--- config.mk ---
export PLATFORM = sky130hd
export DESIGN_NAME = if_id_stage
export DESIGN_NICKNAME = d
export VERILOG_FILES = /design/src/rtl/if_id_stage.sv
export SDC_FILE = /design/constraint.sdc
export NUM_CORES = 1
export LEC_CHECK = 0
export BUFFER_PORTS_ARGS = -buffer_cell sky130_fd_sc_hd__buf_2
export CAP_MARGIN = 20
export CORE_MARGIN = 2
export CORE_UTILIZATION = 40
export DETAILED_ROUTE_END_ITERATION = 8
export PLACE_DENSITY = 0.74
export RECOVER_POWER = 50
export REMOVE_ABC_BUFFERS = 1
export SYNTH_ARGS = -nofsm -noshare
export SYNTH_HDL_FRONTEND = slang
export SYNTH_SLANG_ARGS = --single-unit
--- constraint.sdc ---
create_clock -name clk_i -period 4.24 [get_ports clk_i]
set_clock_uncertainty 0.2 [all_clocks]
set_input_delay 0.848 -clock clk_i [delete_from_list [all_inputs] [get_ports clk_i]]
set_output_delay 0.848 -clock clk_i [all_outputs]
set_load 0.05 [all_outputs]
--- src/rtl/if_id_stage.sv ---
`default_nettype none
// ============================================================================
// Module      : if_id_stage
// Description : IF/ID pipeline register of the 5-stage MIPS core with
//               built-in load-use hazard detection. Captures PC+4 and the
//               fetched instruction, holds them on a load-use hazard or an
//               external stall, and loads a NOP bubble when the instruction
//               being fetched is squashed.
//
// Ports       : clk_i           clock, all state on posedge
//               rst_n_i         synchronous reset, active-low
//               pc_i            PC+4 from IF
//               instr_i         fetched instruction
//               hold_i          external stall, freezes the register
//               flush_i         squash the instruction being fetched
//               idex_memread_i  MemRead bit currently held in ID/EX
//               idex_rt_i       load destination register held in ID/EX
//               pc_o            registered PC+4
//               instr_o         registered instruction
//               valid_o         1 = real instruction, 0 = bubble
//               stall_o         load-use hazard (combinational)
//               bubble_o        zero the control word going into ID/EX
//               pc_write_o      PC register enable
//               stall_cnt_o     load-use stall cycles (performance counter)
//               flush_cnt_o     flushes performed (performance counter)
//
// Options     : IF_ID_PERF_CNT_EN - when defined, stall_cnt_o/flush_cnt_o
//               are saturating counters; otherwise both are tied to zero.
//
// Revision    : 1.0 - initial release
// ============================================================================
module if_id_stage #(
    parameter logic [31:0] NOP_INSTR = 32'h0000_0000,
    parameter int          CNT_W     = 32
) (
    input  logic             clk_i,
    input  logic             rst_n_i,
    input  logic [31:0]      pc_i,
    input  logic [31:0]      instr_i,
    input  logic             hold_i,
    input  logic             flush_i,
    input  logic             idex_memread_i,
    input  logic [4:0]       idex_rt_i,
    output logic [31:0]      pc_o,
    output logic [31:0]      instr_o,
    output logic             valid_o,
    output logic             stall_o,
    output logic             bubble_o,
    output logic             pc_write_o,
    output logic [CNT_W-1:0] stall_cnt_o,
    output logic [CNT_W-1:0] flush_cnt_o
);

    // Opcodes whose rt field is a source operand (R-type, beq, bne, sw).
    localparam logic [5:0] c_OP_RTYPE = 6'h00;
    localparam logic [5:0] c_OP_BEQ   = 6'h04;
    localparam logic [5:0] c_OP_BNE   = 6'h05;
    localparam logic [5:0] c_OP_SW    = 6'h2B;

    logic [31:0] pc_q,    pc_d;
    logic [31:0] instr_q, instr_d;
    logic        valid_q, valid_d;

    logic [5:0]  w_op;
    logic [4:0]  w_rs;
    logic [4:0]  w_rt;
    logic        w_uses_rt;
    logic        w_stall;

    // ------------------------------------------------------------------
    // Load-use hazard: looks only at registered state plus the ID/EX
    // fields, so a bubble (valid_q=0) can never request a stall.
    // ------------------------------------------------------------------
    always_comb begin
        w_op      = instr_q[31:26];
        w_rs      = instr_q[25:21];
        w_rt      = instr_q[20:16];
        w_uses_rt = 1'b0;
        case (w_op)
            c_OP_RTYPE, c_OP_BEQ, c_OP_BNE, c_OP_SW: w_uses_rt = 1'b1;
            default:                                 w_uses_rt = 1'b0;
        endcase
        w_stall = valid_q && idex_memread_i && (idex_rt_i != 5'd0) &&
                  ((idex_rt_i == w_rs) || (w_uses_rt && (idex_rt_i == w_rt)));
    end

    // ------------------------------------------------------------------
    // Next-state: a flush always wins, even over a pending stall or hold,
    // so the squashed fetch is replaced by a bubble immediately.
    // ------------------------------------------------------------------
    always_comb begin
        pc_d    = pc_q;
        instr_d = instr_q;
        valid_d = valid_q;
        if (flush_i) begin
            pc_d    = pc_i;
            instr_d = NOP_INSTR;
            valid_d = 1'b0;
        end else if (!(w_stall || hold_i)) begin
            pc_d    = pc_i;
            instr_d = instr_i;
            valid_d = 1'b1;
        end
    end

    always_ff @(posedge clk_i) begin
        if (!rst_n_i) begin
            pc_q    <= 32'h0000_0000;
            instr_q <= NOP_INSTR;
            valid_q <= 1'b0;
        end else begin
            pc_q    <= pc_d;
            instr_q <= instr_d;
            valid_q <= valid_d;
        end
    end

    assign pc_o       = pc_q;
    assign instr_o    = instr_q;
    assign valid_o    = valid_q;
    assign stall_o    = w_stall;
    assign bubble_o   = w_stall;
    assign pc_write_o = ~(w_stall | hold_i);

`ifdef IF_ID_PERF_CNT_EN
    // ------------------------------------------------------------------
    // Saturating performance counters. A hold without a hazard is not a
    // load-use stall and is deliberately not counted.
    // ------------------------------------------------------------------
    localparam logic [CNT_W-1:0] c_CNT_ONE = {{(CNT_W-1){1'b0}}, 1'b1};

    logic [CNT_W-1:0] stall_cnt_q, stall_cnt_d;
    logic [CNT_W-1:0] flush_cnt_q, flush_cnt_d;

    always_comb begin
        stall_cnt_d = stall_cnt_q;
        flush_cnt_d = flush_cnt_q;
        if (w_stall && !(&stall_cnt_q)) begin
            stall_cnt_d = stall_cnt_q + c_CNT_ONE;
        end
        if (flush_i && !(&flush_cnt_q)) begin
            flush_cnt_d = flush_cnt_q + c_CNT_ONE;
        end
    end

    always_ff @(posedge clk_i) begin
        if (!rst_n_i) begin
            stall_cnt_q <= '0;
            flush_cnt_q <= '0;
        end else begin
            stall_cnt_q <= stall_cnt_d;
            flush_cnt_q <= flush_cnt_d;
        end
    end

    assign stall_cnt_o = stall_cnt_q;
    assign flush_cnt_o = flush_cnt_q;
`else
    assign stall_cnt_o = '0;
    assign flush_cnt_o = '0;
`endif

endmodule
`default_nettype wire

Word level (Yosys, flattened, before mapping)
Cells that the tools add are included.

storage, ports and cells
  register bits = 65
  word-level logic and storage cells = 25

cells by class
  equal/unequal tests = 6
  multiplexer cells = 3
  bitwise gates (word level) = 3
  reductions and logical operators = 10

operator list
  cell                                                             number
  32-bit two-way mux                                               2
  6-bit by 3-bit == test with 1-bit output, second input constant  2
  5-bit == test                                                    2
  6-bit == test, second input constant                             1
  6-bit logical NOT                                                1
  5-bit nonzero test                                               1
  1-bit logical AND                                                4
  4-bit OR reduction                                               1
  1-bit logical OR                                                 2
  2-bit inequality test, second input constant                     1
  1-bit inverter                                                   2
  2-bit OR reduction                                               1
  1-bit two-way mux                                                1
  1-bit OR                                                         1

Longest topological paths before layout
  depth in word-level cells = 9
  depth in mapped cells = 7
  depth with buffers taken out = 5

Worst setup path before layout
OpenSTA, ideal clock, no wires.

  path kind = in2out
  from = input idex_rt_i[3]
  to = output stall_o
  arrival = 2.499 ns
  setup slack = 0.693 ns
  stages on the path = 6
  buffers on the path = 2
  cell sequence = or4_1 > o211ai_2 > nor4b_2 > clkbuf_2 > or2_2 > buf_4

on the way
  cells in the longest elaborated chain, start to end = 4

ends and longest elaborated chain
  element              RTL line  text
  start: declaration   43        input logic [4:0] idex_rt_i,
  5-bit == test        84        ((idex_rt_i == w_rs) || (w_uses_rt && (idex_rt_i == w_rt)));
  1-bit logical AND    84
  1-bit logical OR     84
  1-bit logical AND *  83        w_stall = valid_q && idex_memread_i && (idex_rt_i != 5'd0) &&
  end: declaration     47        output logic stall_o,

Mark *: on every way between the ends. The rest lies on a longest branch, timed or not.

Final worst setup path
Same ends and word-level chain as after synthesis.

==> results.sh <==
export IMPL_outcome="finished clean"
export IMPL_period_needed_ns=3.55
export IMPL_p_per_area_nw_per_um2=392
export IMPL_path_max_fanout=11
export IMPL_rsz0062_at_grt="no"
export IMPL_htreeDepth=3
export IMPL_grt_max_degree=70
export IMPL_area_growth_pct=16.9
export IMPL_start_util_pct=41.0
export IMPL_fp_row_count=35
export IMPL_startpoint_type="input pin"
export IMPL_cts_resized_gates=0
export IMPL_cp_endpoint="stall_o"
export IMPL_clock_root_buffer="clkbuf_8"
export IMPL_grt_ovfl_total=0
export IMPL_avgSynthCellArea_sq_um=8.30
export IMPL_yosysWarnings=0
export IMPL_setup_violations=0
export IMPL_startpoint="idex_rt_i[3]"
export IMPL_worstPathArrival_ns=2.50
export IMPL_hold_violations=0
export IMPL_netlist_instances=454
export IMPL_fin_nets=644
export IMPL_drv_cap=0
export IMPL_ir_drop_mv=0.170
export IMPL_first_global_vias=3125
export IMPL_totalPowerFinal_uw=1730
export IMPL_reg2reg_depth=6
export IMPL_antenna_found_initial=0
export IMPL_r2r_slack_ns=1.75
export IMPL_via_per_inst=4.97
export IMPL_firstDrtPassIters=4
export IMPL_clock_sinks=65
export IMPL_core_area_sq_um=9200
export IMPL_synth_cell_types=29
export IMPL_reg2reg_from="instr_o[28]"
export IMPL_gp_congestion=0.780
export IMPL_finalWirelength_um=8900
export IMPL_wl_per_cell_um=13.0
export IMPL_die_h_um=101
export IMPL_min_from="instr_o[13]"
export IMPL_mostFrequentLayoutCells="nand2_1, buf_2, dfxtp_1, clkbuf_1, conb_1"
export IMPL_n_antenna_cell=0
export IMPL_antenna_left=0
export IMPL_worst_slew_pin_slew_ns=1.42
export IMPL_drtIter0Drc=82
export IMPL_clk_latency_ns=0.34
export IMPL_cts_max_path_buffers=2
export IMPL_cellLeakagePower_uw=0.00186
export IMPL_die_area_sq_um=10200
export IMPL_period_share_pct=83.8
export IMPL_fin_setup_tns_ns=0
export IMPL_ioPinCount=206
export IMPL_maxSlewViolCount=0
export IMPL_dp_hpwl_um=6150
export IMPL_cts_setup_buffers=0
export IMPL_grt_usage_pct=17.3
export IMPL_fmax_ghz=0.281
export IMPL_grt_pass1_wl_um=14200
export IMPL_hold_slack_ns=0.262
export IMPL_path_clk_slew_ns=0.07
export IMPL_layout_commonest_cell="nand2_1"
export IMPL_vias=3412
export IMPL_slew_headroom_pct=4.72
export IMPL_critPathRequiredTime_ns=3.19
export IMPL_cts_buffers=9
export IMPL_synth_seq_cells=65
export IMPL_r2r_end="instr_o[1]"
export IMPL_tritoncts="yes"
export IMPL_drive_gt1_share_pct=19.0
export IMPL_min_path_type="reg -> reg"
export IMPL_die_w_um=101
export IMPL_num_fill_cells=948
export IMPL_synth_area_sq_um=3770
export IMPL_design_area_sq_um=4400
export IMPL_dpl_instance_area_sq_um=4260
export IMPL_hold_buffers=0
export IMPL_critPathCaptureType="output pin"
export IMPL_seq_area_frac_synth_pct=34.6
export IMPL_worstSetupPathType="in -> out"
export IMPL_portBuffers=141
export IMPL_drc=0
[metrics by stage]
step / cells / worst slack, ns / utilization (%)
after floorplan: 411 / -1.89 / -
after global routing: 686 / 0.538 / 47.9
after detailed placement: 670 / 0.675 / 46.3
final: 686 / 0.687 / 47.9
after global placement: 670 / 0.718 / 46.3
after CTS: 686 / 0.675 / 48.8
[cells in the mapped netlist, drive strengths merged]
library cell,n,area [sq um]
o211ai,33,268
clkbuf,34,131
inv,1,3.75
dfxtp,65,1300
nand3,33,165
nor2,1,3.75
mux2i,33,330
or2,1,6.26
xor2,3,26.3
nand4,1,6.26
a21boi,1,7.51
nor2b,1,6.26
nand2,96,360
xnor2,7,61.3
or4,33,249
conb,1,3.75
nor4b,1,15.0
nor3,2,15.0
nor4,1,12.5
and3,1,6.26
nand3b,32,240
nand2b,1,6.26
buf,72,541
[critical path, stage by stage]
cell and delay, ns:
buf_2 0.12, or4_1 0.55, o211ai_2 0.28, nor4b_4 0.16, or2_2 0.33, buf_2 0.21
[logic make-up after synthesis]
family                    after synthesis  share of synthesized area, %
AOI/OAI and AO/OA                      34                          7.31
DFF                                    65                          34.6
other                                   1                        0.0996
and+or+nand+nor                       204                          29.0
muxes                                  33                          8.77
xor gates and xnor gates               10                          2.33
buffers and inverters                 107                          17.9
[flip-flops by register name, indices dropped and copies added, names as in the netlist]
register / count
instr_o: 32
pc_o: 32
valid_o: 1
[per-layer routing]
metal | vias up | part of all wire (%) | wire (um) | global-route usage (%)
li1 | 1675 | - | - | -
met1 | 1571 | 42 | 3730 | 20.5
met2 | 152 | 49 | 4370 | 29.4
met3 | 14 | 7.3 | 648 | 4.99
met4 | 0 | 1.6 | 142 | 7.07
met5 | - | 0 | 0 | 0
[worst min-delay path by stage]
stage                   to  depth (start not counted)  slack, ns
5_1_grt         instr_o[9]                          2       0.29
4_1_cts        instr_o[15]                          2       0.26
3_5_place_dp   instr_o[15]                          2       0.25
2_1_floorplan   instr_o[0]                          2       0.48
3_3_place_gp   instr_o[15]                          2       0.24
6_report       instr_o[13]                          2       0.26
[cell type report]
| type | instances | area [sq um] | share of cell area, % |
|---|---|---|---|
| clock inverters | 5 | 77.6 | 1.76 |
| repair buffers | 148 | 677 | 15.4 |
| multi-input cells | 345 | 2050 | 46.6 |
| flip-flops and latches | 65 | 1300 | 29.6 |
| inverters | 1 | 3.75 | 0.0853 |
| clock buffers | 11 | 151 | 3.44 |
| well taps | 111 | 139 | 3.16 |
[power by group]
group / internal (uW) / total [uW] / switching (uW) / leakage [uW]
Clock: 361 / 607 / 246 / 0.000115
Combinational: 92.8 / 450 / 357 / 0.00121
Sequential: 647 / 669 / 21.8 / 0.000536
Total: 1100 / 1730 / 624 / 0.00186
No activity file was read; power rests on OpenSTA's default activity.
